--- src/rtl/s3_pkg.sv ---
// Shared constants and types for the S3 polynomial unpacker.
// A packed polynomial is 140 bytes. Each byte carries five ternary digits.
package s3_pkg;
    localparam int S3_BYTES       = 140;
    localparam int S3_WORDS       = S3_BYTES / 2;
    localparam int TRITS_PER_BYTE = 5;
    localparam int TRIT_W         = 2;
    localparam int NUM_LANES      = 2;
    localparam logic [7:0] BYTE_MAX = 8'd242;

    typedef logic [TRIT_W-1:0] trit_t;

    typedef enum logic [2:0] {IDLE, LOAD, DIV, OUT, DONE} unpack_state_t;
endpackage

--- src/rtl/unpack_s3_if.sv ---
// Byte-word input stream and trit-word output stream of the S3 unpacker.
interface unpack_s3_if;
    import s3_pkg::*;

    logic                                       in_valid;
    logic                                       in_ready;
    logic [NUM_LANES*8-1:0]                     in_data;
    logic                                       out_valid;
    logic                                       out_ready;
    logic [NUM_LANES*TRITS_PER_BYTE*TRIT_W-1:0] out_trits;

    modport master (output in_valid, in_data, out_ready,
                    input  in_ready, out_valid, out_trits);
    modport slave  (input  in_valid, in_data, out_ready,
                    output in_ready, out_valid, out_trits);
endinterface

--- src/rtl/byte_to_trit5.sv ---
// Iterative base-3 splitter for one byte. It produces one trit per step, least significant first.
// A byte above 242 is flagged, and its trit slots stay zero.
module byte_to_trit5
    import s3_pkg::*;
(
    input  logic                        clk,
    input  logic                        rst,
    input  logic                        load,
    input  logic                        step,
    input  logic [7:0]                  data,
    output trit_t [TRITS_PER_BYTE-1:0]  trits,
    output logic                        invalid
);
    logic [7:0]  b;
    logic [2:0]  d;
    logic [15:0] prod;
    logic [7:0]  q;
    trit_t       r;

    // Multiplying by 171 and shifting right by 9 equals floor(b/3) for every 8-bit b.
    assign prod = {8'd0, b} * 16'd171;
    assign q    = 8'(prod >> 9);
    // The remainder is 0..2, so only the low two bits of b - 3q are needed.
    assign r    = b[1:0] - 2'(q[1:0] * 2'd3);

    always_ff @(posedge clk) begin
        if (rst) begin
            b       <= '0;
            d       <= '0;
            trits   <= '0;
            invalid <= 1'b0;
        end else if (load) begin
            b       <= data;
            d       <= '0;
            trits   <= '0;
            invalid <= (data > BYTE_MAX);
        end else if (step) begin
            b <= q;
            d <= d + 3'd1;
            if (!invalid) begin
                for (int i = 0; i < TRITS_PER_BYTE; i++)
                    if (d == 3'(i)) trits[i] <= r;
            end
        end
    end
endmodule

--- src/rtl/unpack_s3.sv ---
// S3 unpacker top level. It takes one 16-bit word (two bytes) per transfer and returns ten trits.
// The top holds the word sequencing, the handshakes and the sticky range error.
module unpack_s3
    import s3_pkg::*;
#(
    parameter int N_WORDS = S3_WORDS
)(
    input  logic         clk,
    input  logic         rst,
    input  logic         start,
    unpack_s3_if.slave   bus,
    output logic         done,
    output logic         err
);
    localparam int CW = $clog2(N_WORDS + 1);

    unpack_state_t state, state_nxt;
    logic [CW-1:0] word_cnt;
    logic [2:0]    div_cnt;
    logic          load, step;

    trit_t [NUM_LANES-1:0][TRITS_PER_BYTE-1:0] lane_trits;
    logic  [NUM_LANES-1:0]                     lane_inv;

    genvar l;
    generate
        for (l = 0; l < NUM_LANES; l++) begin : g_lane
            byte_to_trit5 u_b2t (
                .clk     (clk),
                .rst     (rst),
                .load    (load),
                .step    (step),
                .data    (bus.in_data[8*l +: 8]),
                .trits   (lane_trits[l]),
                .invalid (lane_inv[l])
            );
        end
    endgenerate

    // Both lanes hold their trits from the end of DIV until the next load, so the output stays stable under backpressure.
    assign bus.out_trits = lane_trits;

    always_comb begin
        state_nxt     = state;
        load          = 1'b0;
        step          = 1'b0;
        bus.in_ready  = 1'b0;
        bus.out_valid = 1'b0;
        done          = 1'b0;
        case (state)
            IDLE: if (start) state_nxt = LOAD;
            LOAD: begin
                bus.in_ready = 1'b1;
                if (bus.in_valid) begin
                    load      = 1'b1;
                    state_nxt = DIV;
                end
            end
            DIV: begin
                step = 1'b1;
                if (div_cnt == 3'(TRITS_PER_BYTE - 1)) state_nxt = OUT;
            end
            OUT: begin
                bus.out_valid = 1'b1;
                if (bus.out_ready)
                    state_nxt = (word_cnt == CW'(N_WORDS - 1)) ? DONE : LOAD;
            end
            DONE: begin
                done      = 1'b1;
                state_nxt = IDLE;
            end
            default: state_nxt = IDLE;
        endcase
    end

    always_ff @(posedge clk) begin
        if (rst) begin
            state    <= IDLE;
            word_cnt <= '0;
            div_cnt  <= '0;
            err      <= 1'b0;
        end else begin
            state   <= state_nxt;
            div_cnt <= (state == DIV) ? div_cnt + 3'd1 : 3'd0;
            if (state == IDLE && start) begin
                word_cnt <= '0;
                err      <= 1'b0;
            end else begin
                if (state == OUT && bus.out_ready) word_cnt <= word_cnt + CW'(1);
                if (state == DIV && |lane_inv)     err      <= 1'b1;
            end
        end
    end
endmodule

--- src/flat_wrapper.sv ---
// flat-port wrapper written by rule: the top's interface ports become plain ports
module unpack_s3_flat import s3_pkg::*;
#(
    parameter int N_WORDS = S3_WORDS
)
  (clk, rst, start, done, err, bus_in_valid, bus_in_data, bus_out_ready, bus_in_ready, bus_out_valid, bus_out_trits);
  unpack_s3_if bus_i ();
  input  logic clk;
  input  logic rst;
  input  logic start;
  output logic done;
  output logic err;
  input wire logic [$bits(bus_i.in_valid)-1:0] bus_in_valid;
  input wire logic [$bits(bus_i.in_data)-1:0] bus_in_data;
  input wire logic [$bits(bus_i.out_ready)-1:0] bus_out_ready;
  output wire logic [$bits(bus_i.in_ready)-1:0] bus_in_ready;
  output wire logic [$bits(bus_i.out_valid)-1:0] bus_out_valid;
  output wire logic [$bits(bus_i.out_trits)-1:0] bus_out_trits;
  assign bus_i.in_valid = bus_in_valid;
  assign bus_i.in_data = bus_in_data;
  assign bus_i.out_ready = bus_out_ready;
  assign bus_in_ready = bus_i.in_ready;
  assign bus_out_valid = bus_i.out_valid;
  assign bus_out_trits = bus_i.out_trits;
  unpack_s3 #(.N_WORDS(N_WORDS)) u_core (.clk(clk), .rst(rst), .start(start), .bus(bus_i), .done(done), .err(err));
endmodule
--- config.mk ---
export PLATFORM = sky130hd
export DESIGN_NAME = unpack_s3_flat
export DESIGN_NICKNAME = d
export VERILOG_FILES = /design/src/rtl/s3_pkg.sv /design/src/rtl/unpack_s3_if.sv /design/src/rtl/byte_to_trit5.sv /design/src/rtl/unpack_s3.sv /design/src/flat_wrapper.sv
export SDC_FILE = /design/constraint.sdc
export NUM_CORES = 1
export LEC_CHECK = 0
export BUFFER_PORTS_ARGS = -buffer_cell sky130_fd_sc_hd__buf_2
export CAP_MARGIN = 0
export CORE_ASPECT_RATIO = 0.75
export CORE_UTILIZATION = 61
export DETAILED_ROUTE_END_ITERATION = 10
export HOLD_SLACK_MARGIN = 0.08
export PLACE_DENSITY = 0.91
export SLEW_MARGIN = 10
export SYNTH_ARGS = -nofsm -noshare
export SYNTH_HDL_FRONTEND = slang
export SYNTH_HIERARCHICAL = 1
export SYNTH_SLANG_ARGS = --single-unit
--- constraint.sdc ---
create_clock -name clk -period 5.33 [get_ports clk]
set_input_delay 0.2665 -clock clk [delete_from_list [all_inputs] [get_ports clk]]
set_output_delay 0.2665 -clock clk [all_outputs]
set_load 0.1 [all_outputs]
======== After elaboration in Yosys (flattened, before gate mapping) ========
Index checks and enable logic that the tools add are counted.
operators by class
  bitwise gates (word level) .............. 3
  reduce and logical (&&, ||, !) cells .... 22
  add/subtract/negate cells ............... 6
  muxes and demuxes ....................... 16
  order comparisons ....................... 2
  equality and inequality tests ........... 18
  multipliers ............................. 4
operator list
  cell                                                                      count
  8-bit by 8-bit multiplier with 16-bit output (second input constant)      2
  8-bit 2-to-1 mux                                                          4
  3-bit AND reduction                                                       10
  3-bit by 2-bit equality test with 1-bit output (second input constant)    6
  8-bit > comparator (second input constant)                                2
  3-bit 2-to-1 mux                                                          5
  3-bit equality test (second input constant)                               4
  3-bit one-hot mux with 4 select lines                                     1
  3-bit by 1-bit adder with 3-bit output (second input constant)            3
  3-bit by 1-bit equality test with 1-bit output (second input constant)    3
  3-bit logical NOT                                                         3
  2-bit OR reduction                                                        4
  7-bit by 1-bit adder with 7-bit output (second input constant)            1
  7-bit equality test (second input constant)                               1
  1-bit 2-to-1 mux                                                          6
  2-bit inequality test (second input constant)                             3
  2-bit by 1-bit multiplier with 2-bit output (second input constant)       2
  4-bit AND reduction                                                       1
  2-bit subtractor                                                          2
  1-bit logical AND                                                         3
  1-bit NOT                                                                 3
  2-bit by 1-bit inequality test with 1-bit output (second input constant)  1
  2-bit nonzero test                                                        1
storage, ports and cells
  logic and storage cells ................. 91
  output and inout port bits .............. 24
  register bits ........................... 58

======== Longest topological paths before layout ========
  word-level depth ........................ 4
  mapped depth ............................ 16
  mapped depth without buffers ............ 16

======== By module ========
The synthesis kept the hierarchy.
by module, submodules not included
  module                                   sequential area each (µm²)  cells an instance  times used  area each (µm²)
  byte_to_trit5 at u_core.g_lane[0].u_b2t  440.4                       253                1           2,308.5
  byte_to_trit5 at u_core.g_lane[1].u_b2t  440.4                       221                1           2,082.0
  unpack_s3                                280.3                       83                 1           734.5

======== Least setup slack after synthesis ========
No wires, ideal clock.
  path type ............................... flip-flop to flip-flop
  from .................................... reg u_core.g_lane[0].u_b2t.b[1]
  to ...................................... reg u_core/g_lane[0].u_b2t/trits[5] (netlist name)
  cell stages (with the launch flop) ...... 14
  setup slack ............................. 1.216 ns
  library setup time ...................... 0.129 ns
  data arrival time ....................... 3.985 ns
  path buffers ............................ 0
  path through ............................ dfxtp_1 ha_1 fa_1 fa_1 fa_1 ha_1 o211a_1 o21ai_2 nor2_1 a21oi_1 ha_1 xnor2_1 nor4b_1 a211oi_1
between the ends
  cells in the longest elaborated chain, start to end .. 3
ends and longest elaborated chain
  element                                       line                 RTL
  from (decl)                                   byte_to_trit5.sv:14  logic [7:0] b;
  from (signal assigned)                        byte_to_trit5.sv:33  b <= data;
  from (signal assigned)                        byte_to_trit5.sv:38  b <= q;
  8-bit by 8-bit multiplier with 16-bit output  byte_to_trit5.sv:21  assign prod = {8'd0, b} * 16'd171;
  2-bit by 1-bit multiplier with 2-bit output   byte_to_trit5.sv:24  assign r = b[1:0] - 2'(q[1:0] * 2'd3);
  2-bit subtractor (*)                          byte_to_trit5.sv:24
  to (signal, indexed assignment)               byte_to_trit5.sv:42  if (d == 3'(i)) trits[i] <= r;
  to (decl)                                     byte_to_trit5.sv:11  output trit_t [TRITS_PER_BYTE-1:0] trits,
Mark *: on every way between the ends. The rest lies on a longest branch, timed or not.
A chain may end at the register's enable or synchronous reset.

======== Worst setup path in the final report ========
  from .................................... reg u_core.g_lane[0].u_b2t.b[1]
  to ...................................... reg u_core/g_lane[0].u_b2t/trits[3] (netlist name)
Same word-level chain as after synthesis.

==> metrics <==
sequential fraction of the synthesis area 0.227; share of synthesized registers carrying an async set or reset 0; Ports 45; height of the die 81.4 um; Crit. End Element flop; Critical Path RT 5550 ps; Filler cells 577; core box area 0.00802 mm^2; met2 usage 0.490; Cells on Worst Hold Path 3; Final Cell Area 0.00558 mm^2; IO Port Bufs 44; Synth area leader ha_1; GRT Util Overall 0.286; Area growth, synth to finish 8.79%; Most Crowded Layer GR met2; net count after synthesis 700; largest net degree at the start of global routing 28; CTS Root Cell clkbuf_8; WL/cell 16.8 um; sw frac 0.351; # hold bufs at CTS 0; Yosys top cell area share 0.239; Worst-path clk slew 70 ps; DR pass1 iterations 5; via-per-instance ratio 6.19; Synth cell types 66; overflow left after global routing 0; chip width 108 um; GP Congestion 0.927; Post-Syn Area 0.00512 mm^2; GRT met3 Usage 0.0602; Post-Route Skew 10.7 ps; part of the power in registers 0.414; Cell Pwr Density 203 mW/mm^2; largest cells by area after synthesis ha_1 24%, dfxtp_1 23%, fa_1 9.4%; drt initial violations 300; Worst Path Class, Setup reg -> reg; CP Launch Type flop; worst r2r src u_core/g_lane[0].u_b2t/b[1]$_SDFFE_PP0P_; ys flop type dfxtp_1; Hold EP u_core/g_lane[1].u_b2t/b[7]$_SDFFE_PP0P_; PostCTS Resize Cnt 0; most frequent cell after synthesis ha_1; leakage power 2.78 nW; RSZ-0062 raised after global routing false; number of global-route vias before repair 4275; Slew headroom 0.438; detailed placement HPWL 9030 um; Comb power frac 0.255; first-pass GRT wire length 19600 um; RR Endpoint u_core/g_lane[0].u_b2t/trits[3]$_SDFFE_PP0P_; CP arrival 5110 ps; clk buf depth 2; clock power share 0.332; number of nets in the layout 740; max-slew violations 0; synthesized area per cell 9.20 um^2; Sum Neg Setup Slack 0 ps; Rows 28; switching pwr 0.397 mW; drc violations 0; Starting Density 0.639; postcts setup bufs 0; area of the die 0.00878 mm^2; VDD IR max 0.192 mV; CTS tree yes; Max Fanout on Critical Path 10; n_diodes 0; Syn Inst Count 557; Int Power 0.736 mW; Setup-failing EPs final 0; Worst-Margin Slew 837 ps; # clock sinks 58; Hold/Removal Path Class in -> reg; Final Cycle Share 0.917; Hold Crit Start bus_in_data[15]; Final Hold Vio Count 0; flops & latches, synth 58; placed inst area 0.00540 mm^2; fmax 205 MHz; initial antenna violation count 0; most instantiated cells after synthesis 98 x ha_1, 58 x dfxtp_1, 50 x inv_1; Vias 4379; number of H-tree levels 3; post-route minimum period 4890 ps; fraction of layout instances using a drive strength above 1 0.143; worst-skew pair later-pin latency 340 ps; Inserted Clock Buffers 9; setup slack, reg-to-reg 440 ps; met1 GRT Util 0.356; Synth Warn # 6; max cap viols 0; R2R depth 14; Post-synth EDFFs 0; outcome finished clean; post-route ant nets 0; Routed WL 11900 um
[worst max-delay path, cell delays in order (launching register included)]
cell and delay [ps]:
dfxtp_1 470, ha_1 320, fa_1 540, fa_1 450, fa_1 490, ha_1 340
o211a_1 290, o21ai_2 130, nor2_1 330, a21oi_1 90, ha_1 200, xnor2_1 660
nand2_1 130, nor3_1 240, a211oi_1 90
[placed cells by master (no fill, tap or decap), types with 3 or more instances in the layout]
cell type   n
a211oi_1   15
a21o_1      8
a21oi_1    32
a22oi_1     4
and3_1      4
buf_2      44
clkbuf_8   10
dfxtp_1    58
fa_1       24
ha_1       98
inv_1      50
mux2i_1    12
nand2_1    31
nand3_1     8
nand4_1     5
nor2_1     47
nor2b_1     5
nor3_1     15
nor3b_1    12
nor4b_1     7
o211ai_1    3
o21a_1      3
o21ai_0    20
o21ai_2     4
o22ai_1     3
o31a_1      3
o31ai_1     4
or2_2       5
or3_1       4
xnor2_1    11
[final cells by class]
| class | count | area [um^2] | share of cell area |
|---|---|---|---|
| repair buffers | 46 | 235 | 0.0422 |
| flip-flops and latches | 58 | 1160 | 0.208 |
| well taps | 105 | 131 | 0.0236 |
| multi-input cells | 431 | 3680 | 0.659 |
| clock inverters | 6 | 42.5 | 0.00763 |
| inverters | 51 | 191 | 0.0343 |
| clock buffers | 10 | 138 | 0.0247 |
[per-stage QoR]
stage	hold slack [ps]	total power [mW]	util	worst slack (ps)	instances
after floorplan	343	0.695	-	1220	557
after global placement	428	0.746	0.672	964	691
after detailed placement	442	0.763	0.672	642	691
after CTS	169	1.13	0.695	567	707
after global routing	191	1.19	0.695	243	707
final	173	1.13	0.695	444	707
[per-layer routing]
metal  vias to the layer above  share of wire
met5                         -              0
met4                         0          0.025
met3                        42          0.076
met2                       197           0.48
met1                      2053           0.42
li1                       2087              -
[cells by family after synthesis]
family	count (synthesis)	share of synthesized area
compound gates	123	0.168
xor+xnor	12	0.0205
fa+ha+maj	122	0.333
buf+inv	68	0.0576
flops	58	0.227
mux	12	0.0234
simple gates	162	0.170
[power by group through the flow]
stage                     clock network (mW)  logic (mW)  registers (mW)
final                                  0.376       0.289           0.469
after detailed placement                   0       0.284           0.479
after CTS                              0.376       0.287           0.469
after global routing                   0.396       0.325           0.471
after global placement                     0       0.268           0.478
after floorplan                            0       0.214           0.481
[registers in the layout, summed over array words and instances, names as in the netlist]
signal / flops
u_core/g_lane.u_b2t/trits: 20
u_core/g_lane.u_b2t/invalid: 2
u_core/div_cnt: 3
u_core/word_cnt: 7
u_core/g_lane.u_b2t/b: 16
u_core/err: 1
u_core/state: 3
u_core/g_lane.u_b2t/d: 6
[worst max path at each step]
stage | startpoint | endpoint | slack [ps] | cells past startpoint
after floorplan | u_core/g_lane[0].u_b2t/b[1]$_SDFFE_PP0P_ | u_core/g_lane[0].u_b2t/trits[5]$_SDFFE_PP0P_ | 1220 | 13
after CTS | u_core/g_lane[0].u_b2t/b[1]$_SDFFE_PP0P_ | u_core/g_lane[0].u_b2t/trits[9]$_SDFFE_PP0P_ | 570 | 14
after detailed placement | u_core/g_lane[0].u_b2t/b[1]$_SDFFE_PP0P_ | u_core/g_lane[0].u_b2t/trits[3]$_SDFFE_PP0P_ | 640 | 14
after global routing | u_core/g_lane[0].u_b2t/b[1]$_SDFFE_PP0P_ | u_core/g_lane[0].u_b2t/trits[9]$_SDFFE_PP0P_ | 240 | 14
final | u_core/g_lane[0].u_b2t/b[1]$_SDFFE_PP0P_ | u_core/g_lane[0].u_b2t/trits[3]$_SDFFE_PP0P_ | 440 | 14
after global placement | u_core/g_lane[0].u_b2t/b[1]$_SDFFE_PP0P_ | u_core/g_lane[0].u_b2t/trits[5]$_SDFFE_PP0P_ | 960 | 13
(Power assumes the default switching activity.)
